===== src/rtl/motor_ctl_pkg.sv =====
// Shared types and constants for the motor command scheduler.
// Holds the scheduler state enum, command byte bit positions, the speed
// code width and the default timing parameters.
package motor_ctl_pkg;

  typedef enum logic [2:0] {
    IDLE,
    DRIVE,
    BUMP_STOP,
    BACKUP,
    TURN
  } state_t;

  localparam int SPD_W = 5;

  // Command byte layout: side | enable | dir | speed[4:0]
  localparam int CMD_SIDE_BIT = 7;
  localparam int CMD_EN_BIT   = 6;
  localparam int CMD_DIR_BIT  = 5;
  localparam int CMD_SPD_MSB  = 4;

  localparam int unsigned WDOG_CYCLES_DEF   = 6_000_000;
  localparam int unsigned BACKUP_CYCLES_DEF = 3_000_000;
  localparam int unsigned TURN_CYCLES_DEF   = 2_400_000;
  localparam int unsigned RAMP_CYCLES_DEF   = 12_000;
  localparam logic [SPD_W-1:0] BACKUP_SPEED_DEF = 5'd12;

  // A disabled command always means "stop", whatever speed bits it carries.
  function automatic logic [SPD_W-1:0] cmd_target(input logic [7:0] cmd);
    return cmd[CMD_EN_BIT] ? cmd[CMD_SPD_MSB:0] : '0;
  endfunction

endpackage


===== src/rtl/speed_ramp.sv =====
// Per-motor speed ramp.
// Moves the speed output one step toward the target on each tick. A
// direction change first ramps down to zero and flips direction on the tick
// that lands on zero, so direction never changes while moving.
// Ports:
//   clk, rst_n    clock, async active-low reset
//   clr           synchronous clear of speed, dir and enable
//   tick          ramp step strobe
//   target_speed  requested speed code
//   target_dir    requested direction (0 = forward)
//   target_en     requested enable
//   speed, dir, en  ramped outputs
import motor_ctl_pkg::*;

module speed_ramp (
  input  logic             clk,
  input  logic             rst_n,
  input  logic             clr,
  input  logic             tick,
  input  logic [SPD_W-1:0] target_speed,
  input  logic             target_dir,
  input  logic             target_en,
  output logic [SPD_W-1:0] speed,
  output logic             dir,
  output logic             en
);

  logic [SPD_W-1:0] speed_nxt;
  logic             dir_nxt;

  always_comb begin
    speed_nxt = speed;
    dir_nxt   = dir;
    if (tick) begin
      if (dir != target_dir) begin
        if (speed != '0) speed_nxt = speed - 5'd1;
        if (speed <= 5'd1) dir_nxt = target_dir;
      end else if (speed < target_speed) begin
        speed_nxt = speed + 5'd1;
      end else if (speed > target_speed) begin
        speed_nxt = speed - 5'd1;
      end
    end
  end

  always_ff @(posedge clk or negedge rst_n) begin
    if (!rst_n) begin
      speed <= '0;
      dir   <= 1'b0;
      en    <= 1'b0;
    end else if (clr) begin
      speed <= '0;
      dir   <= 1'b0;
      en    <= 1'b0;
    end else begin
      speed <= speed_nxt;
      dir   <= dir_nxt;
      // Enable drops on the same edge the speed lands on zero.
      en    <= target_en || (en && (speed_nxt != '0));
    end
  end

endmodule


===== src/rtl/motor_cmd_scheduler.sv =====
// Two-motor command scheduler with watchdog and bump reflex.
// Decodes UART command bytes into per-side targets, ramps each motor via
// speed_ramp, stops everything on command silence, and runs a fixed
// stop / back-up / pivot reflex when a bump switch closes.
// Ports:
//   WF_CLK, WF_BUTTON        clock, async active-low reset
//   rx_data, rx_valid        command byte and its strobe
//   bump[5:0]                raw bump switches, [2:0] left, [5:3] right
//   motorL_*, motorR_*       enable, direction, speed per motor
//   reflex_active            high while the reflex sequence runs
//   wdog_stop                sticky watchdog-expired flag
//
// state     | meaning
// IDLE      | no motion, waiting for a command
// DRIVE     | following commanded targets through the ramps
// BUMP_STOP | one-cycle hard stop after a bump
// BACKUP    | both motors reverse at reflex speed
// TURN      | pivot away from the bumped side
import motor_ctl_pkg::*;

module motor_cmd_scheduler #(
  parameter int unsigned      WDOG_CYCLES   = WDOG_CYCLES_DEF,
  parameter int unsigned      BACKUP_CYCLES = BACKUP_CYCLES_DEF,
  parameter int unsigned      TURN_CYCLES   = TURN_CYCLES_DEF,
  parameter int unsigned      RAMP_CYCLES   = RAMP_CYCLES_DEF,
  parameter logic [SPD_W-1:0] BACKUP_SPEED  = BACKUP_SPEED_DEF
) (
  input  logic             WF_CLK,
  input  logic             WF_BUTTON,
  input  logic [7:0]       rx_data,
  input  logic             rx_valid,
  input  logic [5:0]       bump,
  output logic             motorL_en,
  output logic             motorR_en,
  output logic             motorL_dir,
  output logic             motorR_dir,
  output logic [SPD_W-1:0] motorL_speed,
  output logic [SPD_W-1:0] motorR_speed,
  output logic             reflex_active,
  output logic             wdog_stop
);

  localparam int WDOG_W = $clog2(WDOG_CYCLES + 1);
  localparam int RAMP_W = $clog2(RAMP_CYCLES + 1);
  localparam int TMR_MAX = (BACKUP_CYCLES > TURN_CYCLES) ? BACKUP_CYCLES : TURN_CYCLES;
  localparam int TMR_W  = $clog2(TMR_MAX + 1);

  state_t state, state_nxt;

  logic [5:0]       bump_s1, bump_s2;
  logic [WDOG_W-1:0] wcnt;
  logic [RAMP_W-1:0] rcnt;
  logic [TMR_W-1:0]  tcnt;
  logic             turn_left_fwd;

  logic [SPD_W-1:0] tgt_l_spd, tgt_r_spd;
  logic             tgt_l_dir, tgt_r_dir, tgt_l_en, tgt_r_en;
  logic [SPD_W-1:0] ramp_l_spd, ramp_r_spd;
  logic             ramp_l_dir, ramp_r_dir, ramp_l_en, ramp_r_en;

  logic cmd_phase, bump_any, bump_hit, accept, wdog_expire, ramp_clr, tick;

  assign cmd_phase   = (state == IDLE) || (state == DRIVE);
  assign bump_any    = |bump_s2;
  assign bump_hit    = cmd_phase && bump_any;
  assign accept      = cmd_phase && rx_valid && !bump_any;
  assign wdog_expire = (state == DRIVE) && (wcnt == '0) && !accept && !bump_hit;
  // Ramps and targets stay zero outside normal driving so the reflex
  // always hands back to IDLE from a clean stop.
  assign ramp_clr    = !cmd_phase || bump_hit || wdog_expire;
  assign tick        = (state == DRIVE) && (rcnt == '0);

  always_ff @(posedge WF_CLK or negedge WF_BUTTON) begin
    if (!WF_BUTTON) begin
      state         <= IDLE;
      bump_s1       <= '0;
      bump_s2       <= '0;
      wcnt          <= WDOG_W'(WDOG_CYCLES - 1);
      rcnt          <= RAMP_W'(RAMP_CYCLES - 1);
      tcnt          <= TMR_W'(BACKUP_CYCLES - 1);
      turn_left_fwd <= 1'b0;
      wdog_stop     <= 1'b0;
      tgt_l_spd     <= '0;
      tgt_l_dir     <= 1'b0;
      tgt_l_en      <= 1'b0;
      tgt_r_spd     <= '0;
      tgt_r_dir     <= 1'b0;
      tgt_r_en      <= 1'b0;
    end else begin
      state   <= state_nxt;
      bump_s1 <= bump;
      bump_s2 <= bump_s1;

      if (accept || state != DRIVE) wcnt <= WDOG_W'(WDOG_CYCLES - 1);
      else if (wcnt != '0)          wcnt <= wcnt - 1'b1;

      if (state != DRIVE || rcnt == '0) rcnt <= RAMP_W'(RAMP_CYCLES - 1);
      else                              rcnt <= rcnt - 1'b1;

      case (state)
        BACKUP:  tcnt <= (tcnt == '0) ? TMR_W'(TURN_CYCLES - 1) : tcnt - 1'b1;
        TURN:    if (tcnt != '0) tcnt <= tcnt - 1'b1;
        default: tcnt <= TMR_W'(BACKUP_CYCLES - 1);
      endcase

      // Any left-side contact wins the pivot decision.
      if (bump_hit) turn_left_fwd <= |bump_s2[2:0];

      if (accept)           wdog_stop <= 1'b0;
      else if (wdog_expire) wdog_stop <= 1'b1;

      if (ramp_clr) begin
        tgt_l_spd <= '0;
        tgt_l_dir <= 1'b0;
        tgt_l_en  <= 1'b0;
        tgt_r_spd <= '0;
        tgt_r_dir <= 1'b0;
        tgt_r_en  <= 1'b0;
      end else if (accept) begin
        if (rx_data[CMD_SIDE_BIT]) begin
          tgt_r_spd <= cmd_target(rx_data);
          tgt_r_dir <= rx_data[CMD_DIR_BIT];
          tgt_r_en  <= rx_data[CMD_EN_BIT];
        end else begin
          tgt_l_spd <= cmd_target(rx_data);
          tgt_l_dir <= rx_data[CMD_DIR_BIT];
          tgt_l_en  <= rx_data[CMD_EN_BIT];
        end
      end
    end
  end

  always_comb begin
    state_nxt = state;
    case (state)
      IDLE:      if (bump_hit) state_nxt = BUMP_STOP;
                 else if (accept) state_nxt = DRIVE;
      DRIVE:     if (bump_hit) state_nxt = BUMP_STOP;
                 else if (wdog_expire) state_nxt = IDLE;
      BUMP_STOP: state_nxt = BACKUP;
      BACKUP:    if (tcnt == '0) state_nxt = TURN;
      TURN:      if (tcnt == '0) state_nxt = IDLE;
      default:   state_nxt = IDLE;
    endcase
  end

  always_comb begin
    motorL_en     = ramp_l_en;
    motorR_en     = ramp_r_en;
    motorL_dir    = ramp_l_dir;
    motorR_dir    = ramp_r_dir;
    motorL_speed  = ramp_l_spd;
    motorR_speed  = ramp_r_spd;
    reflex_active = 1'b0;
    case (state)
      BUMP_STOP: begin
        motorL_en     = 1'b0;
        motorR_en     = 1'b0;
        motorL_dir    = 1'b0;
        motorR_dir    = 1'b0;
        motorL_speed  = '0;
        motorR_speed  = '0;
        reflex_active = 1'b1;
      end
      BACKUP: begin
        motorL_en     = 1'b1;
        motorR_en     = 1'b1;
        motorL_dir    = 1'b1;
        motorR_dir    = 1'b1;
        motorL_speed  = BACKUP_SPEED;
        motorR_speed  = BACKUP_SPEED;
        reflex_active = 1'b1;
      end
      TURN: begin
        motorL_en     = 1'b1;
        motorR_en     = 1'b1;
        motorL_dir    = !turn_left_fwd;
        motorR_dir    = turn_left_fwd;
        motorL_speed  = BACKUP_SPEED;
        motorR_speed  = BACKUP_SPEED;
        reflex_active = 1'b1;
      end
      default: ;
    endcase
  end

  speed_ramp u_ramp_l (
    .clk          (WF_CLK),
    .rst_n        (WF_BUTTON),
    .clr          (ramp_clr),
    .tick         (tick),
    .target_speed (tgt_l_spd),
    .target_dir   (tgt_l_dir),
    .target_en    (tgt_l_en),
    .speed        (ramp_l_spd),
    .dir          (ramp_l_dir),
    .en           (ramp_l_en)
  );

  speed_ramp u_ramp_r (
    .clk          (WF_CLK),
    .rst_n        (WF_BUTTON),
    .clr          (ramp_clr),
    .tick         (tick),
    .target_speed (tgt_r_spd),
    .target_dir   (tgt_r_dir),
    .target_en    (tgt_r_en),
    .speed        (ramp_r_spd),
    .dir          (ramp_r_dir),
    .en           (ramp_r_en)
  );

endmodule


===== config.mk =====
export PLATFORM = sky130hd
export DESIGN_NAME = motor_cmd_scheduler
export DESIGN_NICKNAME = d
export VERILOG_FILES = /design/src/rtl/motor_ctl_pkg.sv /design/src/rtl/speed_ramp.sv /design/src/rtl/motor_cmd_scheduler.sv
export SDC_FILE = /design/constraint.sdc
export NUM_CORES = 1
export LEC_CHECK = 0
export ABC_AREA = 0
export BUFFER_PORTS_ARGS = -buffer_cell sky130_fd_sc_hd__buf_4
export CAP_MARGIN = 20
export CORE_MARGIN = 8
export CORE_UTILIZATION = 36
export CTS_BUF_LIST = sky130_fd_sc_hd__clkbuf_8
export DETAILED_ROUTE_END_ITERATION = 7
export PLACE_DENSITY = 0.63
export SYNTH_ARGS = -nofsm -noshare
export SYNTH_HDL_FRONTEND = slang
export SYNTH_HIERARCHICAL = 1
export SYNTH_SLANG_ARGS = --single-unit

===== constraint.sdc =====
create_clock -name WF_CLK -period 4.7 [get_ports WF_CLK]
set_input_delay 0.235 -clock WF_CLK [delete_from_list [all_inputs] [get_ports WF_CLK]]
set_output_delay 0.235 -clock WF_CLK [all_outputs]
set_load 0.005 [all_outputs]

# ---- Yosys cells after proc, flatten, opt, wreduce, memory -nomap -nowiden
# Cells that the tools add are included.
dict set report op_classes {
  addsub 7
  order_cmp 6
  eq_ne 13
  mux 63
  reduce_logical 49
}
# op n
set ops {}
lappend ops {{5-bit two-way mux} 19}
lappend ops {{23-bit two-way mux} 2}
lappend ops {{22-bit two-way mux} 2}
lappend ops {{22-bit case mux with 2 select lines} 1}
lappend ops {{1-bit two-way mux} 25}
lappend ops {{23-bit zero test} 1}
lappend ops {{23-bit nonzero test} 1}
lappend ops {{23-bit by 1-bit subtractor with 23-bit output, second input constant} 1}
lappend ops {{22-bit zero test} 1}
lappend ops {{22-bit nonzero test} 1}
lappend ops {{22-bit by 1-bit subtractor with 22-bit output, second input constant} 1}
lappend ops {{5-bit case mux with 2 select lines} 2}
lappend ops {{5-bit nonzero test} 4}
lappend ops {{3-bit two-way mux} 6}
lappend ops {{2-bit nonzero test} 9}
lappend ops {{3-bit case mux with 5 select lines} 1}
lappend ops {{14-bit zero test} 1}
lappend ops {{14-bit two-way mux} 1}
lappend ops {{14-bit by 1-bit subtractor with 14-bit output, second input constant} 1}
lappend ops {{5-bit by 1-bit adder with 5-bit output, second input constant} 2}
lappend ops {{5-bit > comparator} 2}
lappend ops {{5-bit by 1-bit <= comparator with 1-bit output, second input constant} 2}
lappend ops {{5-bit less-than comparator} 2}
lappend ops {{5-bit by 1-bit subtractor with 5-bit output, second input constant} 2}
lappend ops {{20 further kinds} 48}
dict set report word_totals {
  ff_bits 104
  input_bits 17
  wordCells 158
}

# ---- Logic depth before layout (Yosys ltp)
dict set report depth {
  ltp_word 10
  ltp_mapped 12
  depth_no_buf 11
}

# ---- Hierarchy
# Netlist, hierarchy kept.
# mod instances cells_each area_each_um2
set modules_own_cells {}
lappend modules_own_cells {motor_cmd_scheduler 1 474 4530.6}
lappend modules_own_cells {speed_ramp 2 91 755.7}

# ---- Least setup slack after synthesis
# No wires, ideal clock.
dict set report synth_timing {
  path_kind {reg2reg}
  from {reg rcnt[4]}
  to {reg u_ramp_l.en}
  setup_ns 0.096
  arrival_ns 2.850
  required_ns 4.604
  setup_slack_ns 1.755
  path_stages_with_launch 11
  period_less_slack_ns 2.945
  cell_sequence {dfstp_2 or3_4 or4_4 or3_1 nor2_1 buf_6 o21ai_0 a31oi_1 o221ai_1 and4b_1 a311oi_2}
}
dict set report synth_via {
  elab_chain_len 7
}
# element line_no
set synth_rtl {}
lappend synth_rtl {{start, declared} motor_cmd_scheduler.sv:52} ;# logic [RAMP_W-1:0] rcnt;
lappend synth_rtl {{start signal, assigned} motor_cmd_scheduler.sv:79} ;# rcnt <= RAMP_W'(RAMP_CYCLES - 1);
lappend synth_rtl {{start signal, assigned} motor_cmd_scheduler.sv:97} ;# if (state != DRIVE || rcnt == '0) rcnt <= RAMP_W'(RAMP_CYCLES - 1);
lappend synth_rtl {{start signal, assigned} motor_cmd_scheduler.sv:98} ;# else rcnt <= rcnt - 1'b1;
lappend synth_rtl {{14-bit zero test} motor_cmd_scheduler.sv:71} ;# assign tick = (state == DRIVE) && (rcnt == '0);
lappend synth_rtl {{1-bit logical AND} motor_cmd_scheduler.sv:71}
lappend synth_rtl {{named net tick} motor_cmd_scheduler.sv:61} ;# logic cmd_phase, bump_any, bump_hit, accept, wdog_expire, ramp_clr, tick;
lappend synth_rtl {{5-bit two-way mux} speed_ramp.sv:34} ;# if (tick) begin
lappend synth_rtl {{5-bit nonzero test} speed_ramp.sv:59} ;# en <= target_en || (en && (speed_nxt != '0));
lappend synth_rtl {{1-bit logical AND} speed_ramp.sv:59}
lappend synth_rtl {{1-bit logical OR} speed_ramp.sv:59}
lappend synth_rtl {{1-bit two-way mux} speed_ramp.sv:51} ;# end else if (clr) begin
lappend synth_rtl {{end signal, assigned} speed_ramp.sv:59}
lappend synth_rtl {{end, declared} speed_ramp.sv:25} ;# output logic en
# The timed path passes the listed nets, and every way through them passes these cells.
# A chain may end at the register's enable or synchronous reset.

# ---- Worst setup path in the final report
# Ends and elaborated chain as after synthesis.

==> results.json <==
{
  "synth.area.top_cells": "dfrtp_1, dfstp_2, ha_1",
  "nets": 723,
  "cp-end-kind": "flip-flop",
  "syn_to_final_growth_pct": 11.7,
  "cts_buffers": 9,
  "critical_path_class": "flip-flop to flip-flop",
  "ys_warn_count": 6,
  "dpl_worst_slack_ns": 1.50,
  "rsz0062_at_grt": "no",
  "run_status": "finished clean",
  "start_util": 0.366,
  "ant_nets": 0,
  "floorplan.rows": 47,
  "port_buffers": 32,
  "drc": 0,
  "finalHoldViolCount": 0,
  "htree_levels": 3,
  "n_antenna_cell": 0,
  "overflow": 0,
  "drive_above_1_share": 0.167,
  "fin_util": 0.409,
  "synth_edf_count": 0,
  "drt_iter0_drc": 365,
  "syn-cell-area_um2": 6040,
  "required_ns": 5.00,
  "hp-class": "input pin to flip-flop",
  "grt_antenna_before_repair": 0,
  "power_leakage_nw": 2.49,
  "fin_skew_ns": 0.0121,
  "clk_latency_ns": 0.39,
  "fin_crit_sh": 0.688,
  "grt_first_pass_wirelength_mm": 24.3,
  "ys_seq_elements": 104,
  "place_congestion": 0.870,
  "slew_violations": 0,
  "cts_tree": "done",
  "holdWs_ns": 0.116,
  "postCtsSetupRepairBufs": 0,
  "cp-start-kind": "flip-flop",
  "die_x_um": 146,
  "synth_top_area_share": 0.257,
  "max_freq_ghz": 0.309,
  "vias": 4964,
  "core_area_um2": 16500,
  "layout_setup_ws_ns": 1.47,
  "drv_cap": 0,
  "worst_ep_arrival_time_ns": 3.53,
  "grt_pass1_vias": 4914,
  "crit_chain": "or3_4 > or4_4 > or3_1 > nor2_1 > buf_4 > o21ai_0 > a31oi_1 > o221ai_1 > and4b_1 > a311oi_2",
  "die-area_um2": 21200,
  "die_h_um": 146,
  "cts_buffer_depth": 2,
  "critPathSlowestCell": "or4_4",
  "synthFlopType": "dfrtp_1",
  "max_stage_delay_ns": 0.50,
  "ys_async_sr_fraction": 1.00,
  "path_max_fanout": 18,
  "grt_usage": 0.136,
  "worst_slew_pin_slew_ns": 0.956,
  "peakVddDrop_uv": 219,
  "cts-root-buf": "clkbuf_8",
  "yosys-top-cells-count": "nor2_1, dfrtp_1, nand2_1",
  "grt_max_degree": 57,
  "yosysMostFrequentCell": "nor2_1",
  "ioPinCount": 33,
  "drt-wirelength-per-cell_um": 15.6,
  "clk_pin_slew_ns": 0.11,
  "vias_per_cell": 5.45,
  "syn_nets": 694,
  "ys_seq_area_frac": 0.439,
  "cts_sinks": 104,
  "synth_cells": 656,
  "wl_mm": 14.2,
  "setup_viol": 0,
  "synth_top_area_cell": "dfrtp_1",
  "synth_cell_types": 69,
  "dr.pass1.iters": 5,
  "tns_ns": 0,
  "relSlewSlack": 0.363,
  "dp.final_hpwl_mm": 10.2,
  "fin_crit_ns": 3.23,
  "power_density_nw_per_um2": 259,
  "avgSynthCellArea_um2": 9.21
}
cells by family after synthesis:
kind of cell	share of synthesized area
flip-flops	0.439
XOR/XNOR	0.0532
multiplexers	0.00994
AND/OR/NAND/NOR	0.259
adder cells (fa/ha/maj)	0.0435
AO/OA/AOI/OAI	0.157
buffers and inverters	0.0379
critical path, delay by kind of cell, from the launching register on:
family | cells | cell delay [ns]
AO/OA/AOI/OAI | 4 | 0.86
AND/OR/NAND/NOR | 5 | 1.64
buffers and inverters | 1 | 0.24
flip-flops | 1 | 0.39
report_power, final:
| part | internal, mW | total, mW | switching [mW] | leakage [nW] |
|---|---|---|---|---|
| Combinational | 0.0554 | 0.126 | 0.0710 | 1.12 |
| Clock | 0.286 | 0.622 | 0.336 | 0.114 |
| Sequential | 0.954 | 1.00 | 0.0485 | 1.26 |
layout make-up:
type / instances / area, um2
Fill cell: 1628 / 9770
Tap cell: 220 / 275
Timing Repair Buffer: 43 / 348
Inverter: 25 / 93.8
Multi-Input combinational cell: 502 / 3160
Clock inverter: 5 / 70.1
Sequential cell: 104 / 2660
Clock buffer: 11 / 151
per-stage QoR:
step | power, mW | cell area [um2] | instances
final | 1.75 | 6750 | 910
after global routing | 1.83 | 6750 | 910
after CTS | 1.78 | 6740 | 909
after detailed placement | 1.14 | 6440 | 886
after global placement | 1.13 | 6440 | 886
after floorplan | 1.08 | 6040 | 656
per-layer routing:
metal / vias up / global-route usage / part of all wire
li1: 2430 / - / -
met1: 2410 / 0.176 / 0.47
met2: 101 / 0.224 / 0.48
met3: 23 / 0.0302 / 0.038
met4: 0 / 0.0401 / 0.014
met5: - / 0 / 0
repair_timing:
item	in CTS	in global routing
hold endpoints to repair	28	0
hold buffers	7	0
gates resized for setup	0	0
worst paths after layout:
kind | startpoint | end | slack, ns | cells after the start
worst max register to register | rcnt[4] | u_ramp_l/en | 1.47 | 10
max in group asynchronous | WF_BUTTON | u_ramp_r/speed[1] | 3.16 | 3
worst min-delay path | rx_data[5] | tgt_l_dir | 0.12 | 3
min in group asynchronous | WF_BUTTON | bump_s2[1] | 0.40 | 2
worst max-delay path | rcnt[4] | u_ramp_l/en | 1.47 | 10
worst min register to register | bump_s1[1] | bump_s2[1] | 0.36 | 0
cell usage in the layout, fill, tap and decap left out, types with 15 or more instances in the layout:
cell type,count
inv_1,25
nand3_1,38
dfstp_2,42
dfrtp_1,62
nand4_1,19
xnor2_1,15
nand2_1,59
buf_4,35
a21oi_1,38
xor2_1,18
o21ai_0,34
nor3_1,23
nor2_1,64
or3_1,19
ha_1,21
flip-flops by register name, summed over array words and instances (netlist names), 3 cells and up:
name and cells:
rcnt 14, bump_s2 6, tgt_r_spd 5, u_ramp_r/speed 5
bump_s1 6, tgt_l_spd 5, tcnt 22, u_ramp_l/speed 5
wcnt 23, state 3
No activity file was read; power rests on OpenSTA's default activity.
